**config.mk**
```make
export PLATFORM = sky130hd
export DESIGN_NAME = imem_arbiter
export DESIGN_NICKNAME = d
export VERILOG_FILES = /design/src/rtl/imem_arbiter.sv
export SDC_FILE = /design/constraint.sdc
export NUM_CORES = 1
export LEC_CHECK = 0
export BUFFER_PORTS_ARGS = -buffer_cell sky130_fd_sc_hd__buf_2
export CORE_MARGIN = 2
export CORE_UTILIZATION = 40
export DETAILED_ROUTE_END_ITERATION = 7
export GPL_TIMING_DRIVEN = 0
export PLACE_DENSITY = 0.91
export SLEW_MARGIN = 20
export SYNTH_ARGS = -nofsm -noshare
export SYNTH_HDL_FRONTEND = slang
export SYNTH_SLANG_ARGS = --single-unit
```
**constraint.sdc**
```tcl
create_clock -name clk -period 3 [get_ports clk]
set_input_delay 0 -clock clk [delete_from_list [all_inputs] [get_ports clk]]
set_output_delay 0 -clock clk [all_outputs]
set_load 0.01 [all_outputs]
```
**src/rtl/imem_arbiter.sv**
```systemverilog
`default_nettype none
// =============================================================================
// imem_arbiter : arbitrates fetch and debug reads onto a single registered-read
//                instruction memory port, with debug starvation relief and lock.
// Revision     : 1.0
// =============================================================================
module imem_arbiter #(
   parameter int AW       = 30,
   parameter int DW       = 32,
   parameter int MAX_WAIT = 8
) (
   input  logic          clk,
   input  logic          rst,

   input  logic          f_req,
   input  logic [AW-1:0] f_addr,
   output logic          f_gnt,
   output logic          f_stall,
   output logic          f_rvalid,
   output logic [DW-1:0] f_rdata,

   input  logic          d_req,
   input  logic [AW-1:0] d_addr,
   input  logic          d_lock,
   output logic          d_gnt,
   output logic          d_rvalid,
   output logic [DW-1:0] d_rdata,

   output logic [AW-1:0] mem_addr,
   input  logic [DW-1:0] mem_rdata
);

   typedef enum logic {
      OWN_F = 1'b0,
      OWN_D = 1'b1
   } state_e;

   typedef enum logic [1:0] {
      OWNER_NONE = 2'd0,
      OWNER_F    = 2'd1,
      OWNER_D    = 2'd2
   } owner_e;

   localparam logic [7:0] WAIT_LIMIT = 8'(MAX_WAIT);

   state_e        state_q,     state_d;
   owner_e        owner_q,     owner_d;
   logic [7:0]    wait_cnt_q,  wait_cnt_d;
   logic [AW-1:0] last_addr_q, last_addr_d;
   logic          starve;

   assign starve = (wait_cnt_q >= WAIT_LIMIT);

   // Grants are combinational so the winning address reaches memory this cycle.
   always_comb begin
      f_gnt   = 1'b0;
      d_gnt   = 1'b0;
      state_d = state_q;
      if (!rst) begin
         case (state_q)
            OWN_F: begin
               if (f_req && !starve) begin
                  f_gnt = 1'b1;
               end else if (d_req) begin
                  d_gnt = 1'b1;
               end
               if (d_gnt && d_lock) begin
                  state_d = OWN_D;
               end
            end
            OWN_D: begin
               d_gnt = d_req;
               if (!d_lock || !d_req) begin
                  state_d = OWN_F;
               end
            end
            default: state_d = OWN_F;
         endcase
      end
   end

   always_comb begin
      mem_addr = last_addr_q;
      if (rst) begin
         mem_addr = '0;
      end else if (f_gnt) begin
         mem_addr = f_addr;
      end else if (d_gnt) begin
         mem_addr = d_addr;
      end
   end

   always_comb begin
      last_addr_d = last_addr_q;
      owner_d     = OWNER_NONE;
      if (f_gnt) begin
         owner_d     = OWNER_F;
         last_addr_d = mem_addr;
      end else if (d_gnt) begin
         owner_d     = OWNER_D;
         last_addr_d = mem_addr;
      end
   end

   // Counts only consecutive unserved debug cycles; saturates instead of wrapping.
   always_comb begin
      wait_cnt_d = wait_cnt_q;
      if (d_gnt || !d_req) begin
         wait_cnt_d = 8'd0;
      end else if (wait_cnt_q != 8'hFF) begin
         wait_cnt_d = wait_cnt_q + 8'd1;
      end
   end

   always_ff @(posedge clk) begin
      if (rst) begin
         state_q     <= OWN_F;
         owner_q     <= OWNER_NONE;
         wait_cnt_q  <= 8'd0;
         last_addr_q <= '0;
      end else begin
         state_q     <= state_d;
         owner_q     <= owner_d;
         wait_cnt_q  <= wait_cnt_d;
         last_addr_q <= last_addr_d;
      end
   end

   assign f_stall  = f_req & ~f_gnt;
   assign f_rvalid = (owner_q == OWNER_F);
   assign d_rvalid = (owner_q == OWNER_D);
   assign f_rdata  = mem_rdata;
   assign d_rdata  = mem_rdata;

endmodule
`default_nettype wire

```
==> flow_summary.json, run 1 <==
{
  "status": "complete, no violations",
  "cts-root-buf": "clkbuf_8",
  "cts_tree": "done",
  "design_area_um2": 3730,
  "crit_path_max_incr_delay_ps": 590,
  "clk_path_buf_depth": 2,
  "crit_type": "reg -> out",
  "layout_common_cells": "buf_2, buf_4, o31ai_1, dfxtp_1, nand4b_1",
  "synth_area_leaders": "dfxtp_1, buf_4, o31ai_1",
  "leakagePower_nw": 1.89,
  "layout_commonest_cell": "buf_2",
  "area_delta_synth_final_pct": 40.9,
  "dp_hpwl_mm": 5.86,
  "cts_made_buffers": 5,
  "pin_count": 196,
  "gp_congestion": 0.799,
  "cts_setup_buffers": 0,
  "synth.distinct_cells": 25,
  "initialDrtViolationCount": 96,
  "fmax_mhz": 470,
  "cts.sinks": 41,
  "finalCritPeriodShare_pct": 70.9,
  "antenna_found_initial": 0,
  "synth_top_area_cell": "dfxtp_1",
  "stdcell_count": 539,
  "timing.setup.tns_ps": 0,
  "slew_headroom_pct": 53.9,
  "antenna_left": 0,
  "critPathArrivalTime_ps": 2130,
  "worst-path-buf-inv": 2,
  "final_max_slew_viol_count": 0,
  "finalWorstSetupSlack_ps": 874,
  "cts-htree-levels": 2,
  "wl_per_cell_um": 14.2,
  "hold_violations": 0,
  "grt_max_degree": 12,
  "setup_viol": 0,
  "gr-total-overflow": 0,
  "grt_pass1_wl_mm": 11.3,
  "skew_ps": 6.24,
  "ys_seq_elements": 41,
  "grt_use_total_pct": 19.1,
  "tightest_slew_ps": 686,
  "cp_max_fo": 10,
  "drive_gt1_share_pct": 53.2,
  "ys_seq_area_share_pct": 31.0,
  "crit_chain": "nor3_1 -> clkbuf_1 -> nand4b_1 -> o31ai_1 -> buf_2",
  "syn_area_um2": 2650,
  "power_density_nw_per_um2": 346,
  "synth_top_area_share_pct": 31.0,
  "antenna_cells": 0,
  "min_period_ps": 2130,
  "clkSlewWorstSetupHoldPaths_ps": 70,
  "placed_area_um2": 3560,
  "die_h_um": 85.4,
  "max-vdd-ir-drop_mv": 0.230,
  "wl_mm": 7.65,
  "cts_resized": 0,
  "dp.cells": 522,
  "layout.nets": 560,
  "yosysWarningCount": 0,
  "post-place-ws_ps": 1210,
  "grt_pass1_vias": 2597,
  "row_count": 29,
  "vias_per_cell": 5.14,
  "cap_viol_max_count": 0,
  "critPathLaunchType": "flip-flop",
  "syn_inst": 281,
  "core-area_um2": 6390,
  "numPortBuffers": 161,
  "cp.required_ps": 3000,
  "start_util_pct": 41.5,
  "cp_top_family": "simple AND/OR/NAND/NOR gates",
  "multi_input_comb_area_um2": 1210,
  "r2r_setup_slack_ps": 1250,
  "seqCellArea_um2": 821,
  "nFillCells": 547,
  "drt_pre_antenna_iters": 4,
  "hold_class": "in -> reg",
  "cp-end-kind": "output port",
  "rsz0062_at_grt": "false",
  "die_area_um2": 7290,
  "insertion_delay_ps": 290,
  "die_x_um": 85.4,
  "crit_slowest_cell": "nor3_1",
  "num_vias": 2771,
  "remaining_drc_errors": 0,
  "synth.avg_cell_area_um2": 9.42
}
[through the flow]
| step | total power [mW] | hold slack, ps | utilization [%] |
|---|---|---|---|
| floorplan | 0.813 | 91.8 | - |
| global placement | 0.943 | 184 | 55.8 |
| detailed placement | 0.952 | 183 | 55.8 |
| CTS | 1.30 | 1.98 | 58.4 |
| global route | 1.36 | 5.55 | 58.4 |
| finish | 1.29 | 15.4 | 58.4 |
[path summary, 6_finish.rpt]
kind	from	endpoint	cells past startpoint
worst max register to register	wait_cnt_q[3]	last_addr_q[7]	5
worst min register to register	wait_cnt_q[0]	wait_cnt_q[0]	1
worst max-delay path	wait_cnt_q[3]	mem_addr[5]	5
worst min-delay path	f_addr[16]	last_addr_q[16]	3
[tightest hold or removal path, delay by kind of cell]
family                 cells  cell delay [ps]
buffers and inverters      1               80
AND/OR/NAND/NOR            1              100
AO/OA/AOI/OAI              1               80
[synthesized netlist by cell type]
master	instances
a21oi_1	3
a31oi_1	1
and2_1	1
and4_1	1
and4b_1	1
buf_2	9
buf_4	70
clkbuf_1	13
conb_1	1
dfxtp_1	41
ha_1	2
inv_1	3
mux2i_1	30
nand2_1	1
nand3_1	1
nand4_1	1
nand4b_1	31
nor2_1	3
nor2b_1	2
nor3_1	1
nor3b_1	2
nor4b_4	1
o21a_1	1
o31ai_1	60
xnor2_1	1
[state kept, by name, indices dropped and copies added, names as in the netlist]
name         cells
owner_q          2
state_q          1
last_addr_q     30
wait_cnt_q       8
[per-layer routing]
metal	global-route usage (%)	part of all wire (%)
met1	20.5	38
met4	6.64	1.7
met5	0	0
met2	36.2	53
met3	4.47	7.2
[power by group]
part / internal (mW) / switching, mW
clock network: 0.165 / 0.176
logic: 0.193 / 0.170
registers: 0.575 / 0.0106
total: 0.933 / 0.357
[repair_timing]
| action | 4_1_cts | 5_1_grt |
|---|---|---|
| endpoints found under the hold margin | 9 | 0 |
| hold buffers | 9 | 0 |
| setup endpoints to repair | 0 | 0 |
[cell type report]
type | instances | area share, %
Timing Repair Buffer | 170 | 24.0
Clock buffer | 8 | 2.15
Tap cell | 77 | 2.58
Buffer | 92 | 16.6
Inverter | 3 | 0.302
Multi-Input combinational cell | 148 | 32.4
Sequential cell | 41 | 22.0
[cell families after synthesis]
family / after synthesis / share of synthesized area [%]
flip-flops: 41 / 31.0
multiplexers: 30 / 11.3
XOR/XNOR: 1 / 0.331
AND/OR/NAND/NOR: 46 / 14.3
other: 1 / 0.142
buffers and inverters: 95 / 23.8
adder cells (fa/ha/maj): 2 / 0.945
AO/OA/AOI/OAI: 65 / 18.1
No activity file was read; power rests on OpenSTA's default activity.
==> run 2, diff against run 1 <==
--- a/config.mk
+++ b/config.mk
@@ -5,12 +5,13 @@
 export SDC_FILE = /design/constraint.sdc
 export NUM_CORES = 1
 export LEC_CHECK = 0
+export ABC_AREA = 1
 export BUFFER_PORTS_ARGS = -buffer_cell sky130_fd_sc_hd__buf_2
 export CORE_MARGIN = 2
-export CORE_UTILIZATION = 40
+export CORE_UTILIZATION = 38
 export DETAILED_ROUTE_END_ITERATION = 7
 export GPL_TIMING_DRIVEN = 0
-export PLACE_DENSITY = 0.91
+export PLACE_DENSITY = 0.89
 export SLEW_MARGIN = 20
 export SYNTH_ARGS = -nofsm -noshare
 export SYNTH_HDL_FRONTEND = slang
==> constraint.sdc (replaced) <==
create_clock -name clk -period 1.9 [get_ports clk]
set_input_delay 0 -clock clk [delete_from_list [all_inputs] [get_ports clk]]
set_output_delay 0 -clock clk [all_outputs]
set_load 0.01 [all_outputs]
==> flow_summary.json, run 2 <==
{
  "design_area_um2": 3820,
  "cp_max_fo": 10,
  "syn_area_um2": 2760,
  "cts-root-buf": "clkbuf_8",
  "finalCritPeriodShare_pct": 90.6,
  "timing.setup.tns_ps": 0,
  "critPathArrivalTime_ps": 1720,
  "core-area_um2": 7140,
  "synth_edf_count": 0,
  "leakagePower_nw": 2.13,
  "layout_commonest_cell": "buf_2",
  "wl_per_cell_um": 11.6,
  "setup_viol": 0,
  "max-vdd-ir-drop_mv": 0.241,
  "cts-htree-levels": 2,
  "layout_common_cells": "buf_2, nor2_1, buf_4, nand3_1, inv_1",
  "area_delta_synth_final_pct": 38.3,
  "cts.sinks": 41,
  "numPortBuffers": 162,
  "crit_type": "reg -> out",
  "worst-path-buf-inv": 2,
  "crit_path_max_incr_delay_ps": 340,
  "antenna_left": 0,
  "stdcell_count": 689,
  "insertion_delay_ps": 290,
  "synth_top_area_cell": "dfxtp_1",
  "layout.nets": 688,
  "vias_per_cell": 4.43,
  "cts_tree": "done",
  "cts_setup_buffers": 0,
  "final_max_slew_viol_count": 0,
  "cp-end-kind": "output port",
  "min_period_ps": 1720,
  "netlist_top_cells_count": "nor2_1, buf_4, nand3_1",
  "dp.cells": 680,
  "ys_seq_area_share_pct": 29.7,
  "finalWorstSetupSlack_ps": 179,
  "num_vias": 3049,
  "crit_cells": 9,
  "async_reset_ff_share_pct": 0,
  "initialDrtViolationCount": 89,
  "largest-register": "last_addr_q",
  "antenna_cells": 0,
  "fmax_mhz": 581,
  "gr-total-overflow": 0,
  "synth.avg_cell_area_um2": 6.64,
  "cts_made_buffers": 5,
  "grt_pass1_vias": 2803,
  "syn_inst": 416,
  "die_area_um2": 7970,
  "ys.flop_type": "dfxtp_1",
  "power_density_nw_per_um2": 548,
  "grt_use_total_pct": 19.2,
  "status": "complete, no violations",
  "grt_max_degree": 13,
  "synth_area_leaders": "dfxtp_1, buf_4, nor2_1",
  "crit_chain": "nor2_1 -> nand2_1 -> nor2_4 -> buf_6 -> nand3_1 -> nand2_1 -> nor2_2 -> nor2_1 -> buf_2",
  "synth_top_area_share_pct": 29.7,
  "clkSlewWorstSetupHoldPaths_ps": 80,
  "reg_top3": "last_addr_q (30), wait_cnt_q (8), owner_q (2)",
  "hold_violations": 0,
  "reg2regPathDepth": 9,
  "yosysWarningCount": 0,
  "remaining_drc_errors": 0,
  "hold_class": "in -> reg",
  "placed_area_um2": 3710,
  "pin_count": 196,
  "critPathLaunchType": "flip-flop",
  "wl_mm": 7.97,
  "start_util_pct": 38.7,
  "skew_ps": 8.01,
  "rsz0062_at_grt": "false",
  "cp.required_ps": 1900,
  "dp_hpwl_mm": 6.37,
  "clk_path_buf_depth": 2,
  "synth.most_common_cell": "nor2_1",
  "die_x_um": 89.3,
  "drt_pre_antenna_iters": 4,
  "cap_viol_max_count": 0,
  "row_count": 31,
  "gp_congestion": 0.855,
  "crit_slowest_cell": "dfxtp_1",
  "largest_reg_flops": 30,
  "ys_seq_elements": 41,
  "antenna_found_initial": 0,
  "drive_gt1_share_pct": 48.8,
  "hold_depth": 5,
  "grt_pass1_wl_mm": 11.9,
  "post-place-ws_ps": 502,
  "cp_top_family": "simple AND/OR/NAND/NOR gates",
  "synth.distinct_cells": 22,
  "die_h_um": 89.3
}
==> run 2: cell types whose count changed after synthesis, moves of 6 or more <==
| cell | change |
|---|---|
| nor2_1 | +97 |
| o31ai_1 | -60 |
| nand3_1 | +59 |
| inv_1 | +40 |
| nand2_1 | +38 |
| nand4b_1 | -31 |
| mux2i_1 | -30 |
| nor2_2 | +29 |
| buf_6 | +7 |
| clkbuf_1 | -7 |
| buf_2 | -6 |
==> run 2: area by class of cell <==
| type | count | area [um^2] |
|---|---|---|
| inverter | 47 | 179 |
| tap | 99 | 124 |
| multi-input combinational | 246 | 1140 |
| timing repair buffer | 163 | 821 |
| sequential | 41 | 821 |
| fill | 732 | 3310 |
| clock buffer | 7 | 96.3 |
| clock inverter | 1 | 5.00 |
| buffer | 85 | 634 |
==> run 2: power by group <==
| group | switching [mW] | total (mW) | internal [mW] | leakage [nW] |
|---|---|---|---|---|
| Combinational | 0.286 | 0.568 | 0.282 | 1.74 |
| Sequential | 0.0126 | 0.910 | 0.898 | 0.336 |
| Clock | 0.287 | 0.615 | 0.328 | 0.0542 |
| Total | 0.586 | 2.09 | 1.51 | 2.13 |
==> run 2: layer usage <==
metal / vias to the layer above / GRT usage [%] / part of all wire [%]
met3: 10 / 4.52 / 8.6
met4: 0 / 7.19 / 0.79
met5: - / 0 / 0
li1: 1536 / - / -
met1: 1366 / 20.5 / 38
met2: 137 / 36.3 / 52
==> run 2: worst paths after layout <==
check	startpoint	endpoint	slack (ps)
setup reg to reg	wait_cnt_q[3]	last_addr_q[17]	530
setup / recovery	wait_cnt_q[3]	mem_addr[28]	180
hold reg to reg	wait_cnt_q[0]	wait_cnt_q[0]	520
hold / removal	f_addr[20]	last_addr_q[20]	40
==> run 2: kinds of logic after synthesis <==
family | after synthesis | synth area share, %
other | 1 | 0.136
buffers and inverters | 132 | 29.4
DFF | 41 | 29.7
adders and majority gates | 2 | 0.905
AOI/OAI and AO/OA | 5 | 1.04
and+or+nand+nor | 235 | 38.8
==> run 2: worst reg2reg max path: stages, from the launching register on <==
cell and delay (ps):
dfxtp_1 340, inv_1 80, nand2_1 90, nor2_4 100, nand2_1 100, buf_4 190, nand3_1 90, nand2_1 60
nor2_1 150, nor2_1 60
==> run 2: per-stage QoR <==
step	hold slack [ps]	utilization (%)	power (mW)
floorplan	87.1	-	1.29
global placement	184	52.0	1.48
detailed placement	184	52.0	1.50
CTS	32.4	53.5	2.13
global route	45.6	53.6	2.23
finish	38.9	53.6	2.09
==> run 2: repair_timing <==
action / 4_1_cts / 5_1_grt
setup endpoints to repair: 0 / 1
gates resized for setup: 0 / 1
hold buffers: 1 / 0
endpoints found under the hold margin: 1 / 0
==> run 3, diff against run 2 <==
--- a/config.mk
+++ b/config.mk
@@ -7,11 +7,10 @@
 export LEC_CHECK = 0
 export ABC_AREA = 1
 export BUFFER_PORTS_ARGS = -buffer_cell sky130_fd_sc_hd__buf_2
-export CORE_MARGIN = 2
-export CORE_UTILIZATION = 38
+export CORE_UTILIZATION = 40
 export DETAILED_ROUTE_END_ITERATION = 7
 export GPL_TIMING_DRIVEN = 0
-export PLACE_DENSITY = 0.89
+export PLACE_DENSITY = 0.9
 export SLEW_MARGIN = 20
 export SYNTH_ARGS = -nofsm -noshare
 export SYNTH_HDL_FRONTEND = slang
==> constraint.sdc (replaced) <==
create_clock -name clk -period 1.64 [get_ports clk]
set_input_delay 0 -clock clk [delete_from_list [all_inputs] [get_ports clk]]
set_output_delay 0 -clock clk [all_outputs]
set_load 0.01 [all_outputs]
==> flow_summary.json, run 3 (synthesized netlist as in run 2, its figures left out) <==
{
  "m1WireLength_mm": 3.30,
  "dp_hpwl_mm": 6.17,
  "rsz0062_at_grt": "true",
  "cts_made_buffers": 5,
  "reg2regPathDepth": 12,
  "nFillCells": 544,
  "critPathLaunchType": "flip-flop",
  "grt_max_degree": 12,
  "multi_input_comb_area_um2": 1320,
  "crit_chain": "inv_2 -> nand2_2 -> nor2_4 -> nand3_4 -> nand2_8 -> buf_6 -> nor2_4 -> nor2_2 -> nor2_1 -> buf_2",
  "grt_use_total_pct": 22.5,
  "die_h_um": 85.1,
  "violations": "setup timing",
  "layout_common_cells": "buf_2, buf_4, nor2_1, nand3_1, nor2_2",
  "dp.cells": 658,
  "final_max_slew_viol_count": 0,
  "setup_viol": 22,
  "min_period_ps": 1680,
  "design_area_um2": 4210,
  "worst-path-buf-inv": 3,
  "power_frac_clock_pct": 25.2,
  "status": "complete, but fails checks",
  "max-vdd-ir-drop_mv": 0.319,
  "wl_mm": 8.72,
  "finalCritPeriodShare_pct": 102,
  "drive_gt1_share_pct": 57.0,
  "cp_top_family": "simple AND/OR/NAND/NOR gates",
  "crit_path_max_incr_delay_ps": 340,
  "die_area_um2": 7250,
  "slew_headroom_pct": 66.4,
  "crit_slowest_cell": "dfxtp_2",
  "start_util_pct": 42.6,
  "core-area_um2": 6490,
  "cts-htree-levels": 2,
  "skew_ps": 7.61,
  "grt_pass1_wl_mm": 13.0,
  "clk_path_buf_depth": 2,
  "die_x_um": 85.1,
  "p_comb_share_pct": 31.6,
  "cts.sinks": 41,
  "layout.nets": 710,
  "wl_per_cell_um": 12.7,
  "reg_top3": "last_addr_q (30), wait_cnt_q (8), owner_q (2)",
  "antenna_left": 0,
  "fmax_mhz": 595,
  "finalWorstSetupSlack_ps": -39.3,
  "initialDrtViolationCount": 133,
  "hold_depth": 5,
  "cap_viol_max_count": 0,
  "critPathArrivalTime_ps": 1680,
  "insertion_delay_ps": 290,
  "remaining_drc_errors": 0,
  "cp-end-kind": "output port",
  "post-place-ws_ps": 191,
  "area_delta_synth_final_pct": 52.3,
  "cp_common_cell": "nor2_4",
  "leakagePower_nw": 2.28,
  "cts-root-buf": "clkbuf_8",
  "drt_pre_antenna_iters": 4,
  "gr-total-overflow": 0,
  "antenna_cells": 0,
  "seq_power_share_pct": 43.2,
  "largest_reg_flops": 30,
  "grt_pass1_vias": 2940,
  "clkSlewWorstSetupHoldPaths_ps": 70,
  "swShare_pct": 29.1,
  "fin_hold_ws_ps": 52.7,
  "wl_met3_um": 544,
  "p_int_mw": 1.74,
  "layout_commonest_cell": "buf_2",
  "power.total_mw": 2.45,
  "netSwitchingPower_mw": 0.711,
  "crit_type": "reg -> out",
  "top_layer": "met4",
  "num_vias": 3138,
  "seqCellArea_um2": 828,
  "timing.setup.tns_ps": -398,
  "cts_tree": "done",
  "cp.required_ps": 1640,
  "vias_per_cell": 4.55,
  "hold_class": "in -> reg",
  "power_density_nw_per_um2": 581,
  "fin_util_pct": 64.8,
  "numPortBuffers": 162,
  "hold_violations": 0,
  "row_count": 29,
  "crit_cells": 10,
  "largest-register": "last_addr_q",
  "placed_area_um2": 3680,
  "stdcell_count": 689,
  "antenna_found_initial": 0,
  "gp_congestion": 0.779,
  "cp_max_fo": 6,
  "pin_count": 196,
  "tightest_slew_ps": 503,
  "met2_wirelength_mm": 4.71
}
[run 3: power by group through the flow]
stage / clock network, mW / logic (mW) / registers (mW)
finish: 0.618 / 0.773 / 1.06
global route: 0.678 / 0.836 / 1.06
CTS: 0.634 / 0.699 / 1.06
detailed placement: 0 / 0.657 / 1.08
global placement: 0 / 0.642 / 1.08
floorplan: 0 / 0.416 / 1.07
[run 3: repair_timing]
action,4_1_cts,5_1_grt
buffers inserted,10,7
gates resized for setup,29,43
hold buffers,1,0
setup endpoints to repair,30,31
pin swaps,13,17
hold endpoints to repair,1,0
cloned,3,2
[run 3: area by class of cell]
class                   count  area share (%)
multi-input cells         246            31.2
repair buffers            185            24.9
flip-flops and latches     41            19.7
plain buffers              85            15.8
inverters                  47            4.25
well taps                  77            2.29
clock buffers               8            1.90
[run 3: final timing paths]
| check | slack (ps) | end | from |
|---|---|---|---|
| setup / recovery | -40 | mem_addr[10] | wait_cnt_q[4] |
| hold / removal | 50 | last_addr_q[15] | d_addr[15] |
| setup reg to reg | 10 | last_addr_q[12] | wait_cnt_q[4] |
| hold reg to reg | 510 | wait_cnt_q[0] | wait_cnt_q[0] |
[run 3: worst reg2reg max path, cell delays in order (launching register included)]
cell	delay, ps
dfxtp_2	340
inv_2	60
nand2_2	60
nor2_4	170
nand3_4	120
nand2_8	130
buf_6	140
nor2_2	40
nor2_2	110
buf_4	130
buf_4	100
buf_4	90
nor2_1	30
[run 3: per-layer routing]
| layer | track usage [%] | vias up |
|---|---|---|
| met5 | 0 | - |
| met4 | 8.47 | 0 |
| met3 | 4.38 | 18 |
| met2 | 43.1 | 138 |
| met1 | 24.3 | 1399 |
| li1 | - | 1583 |
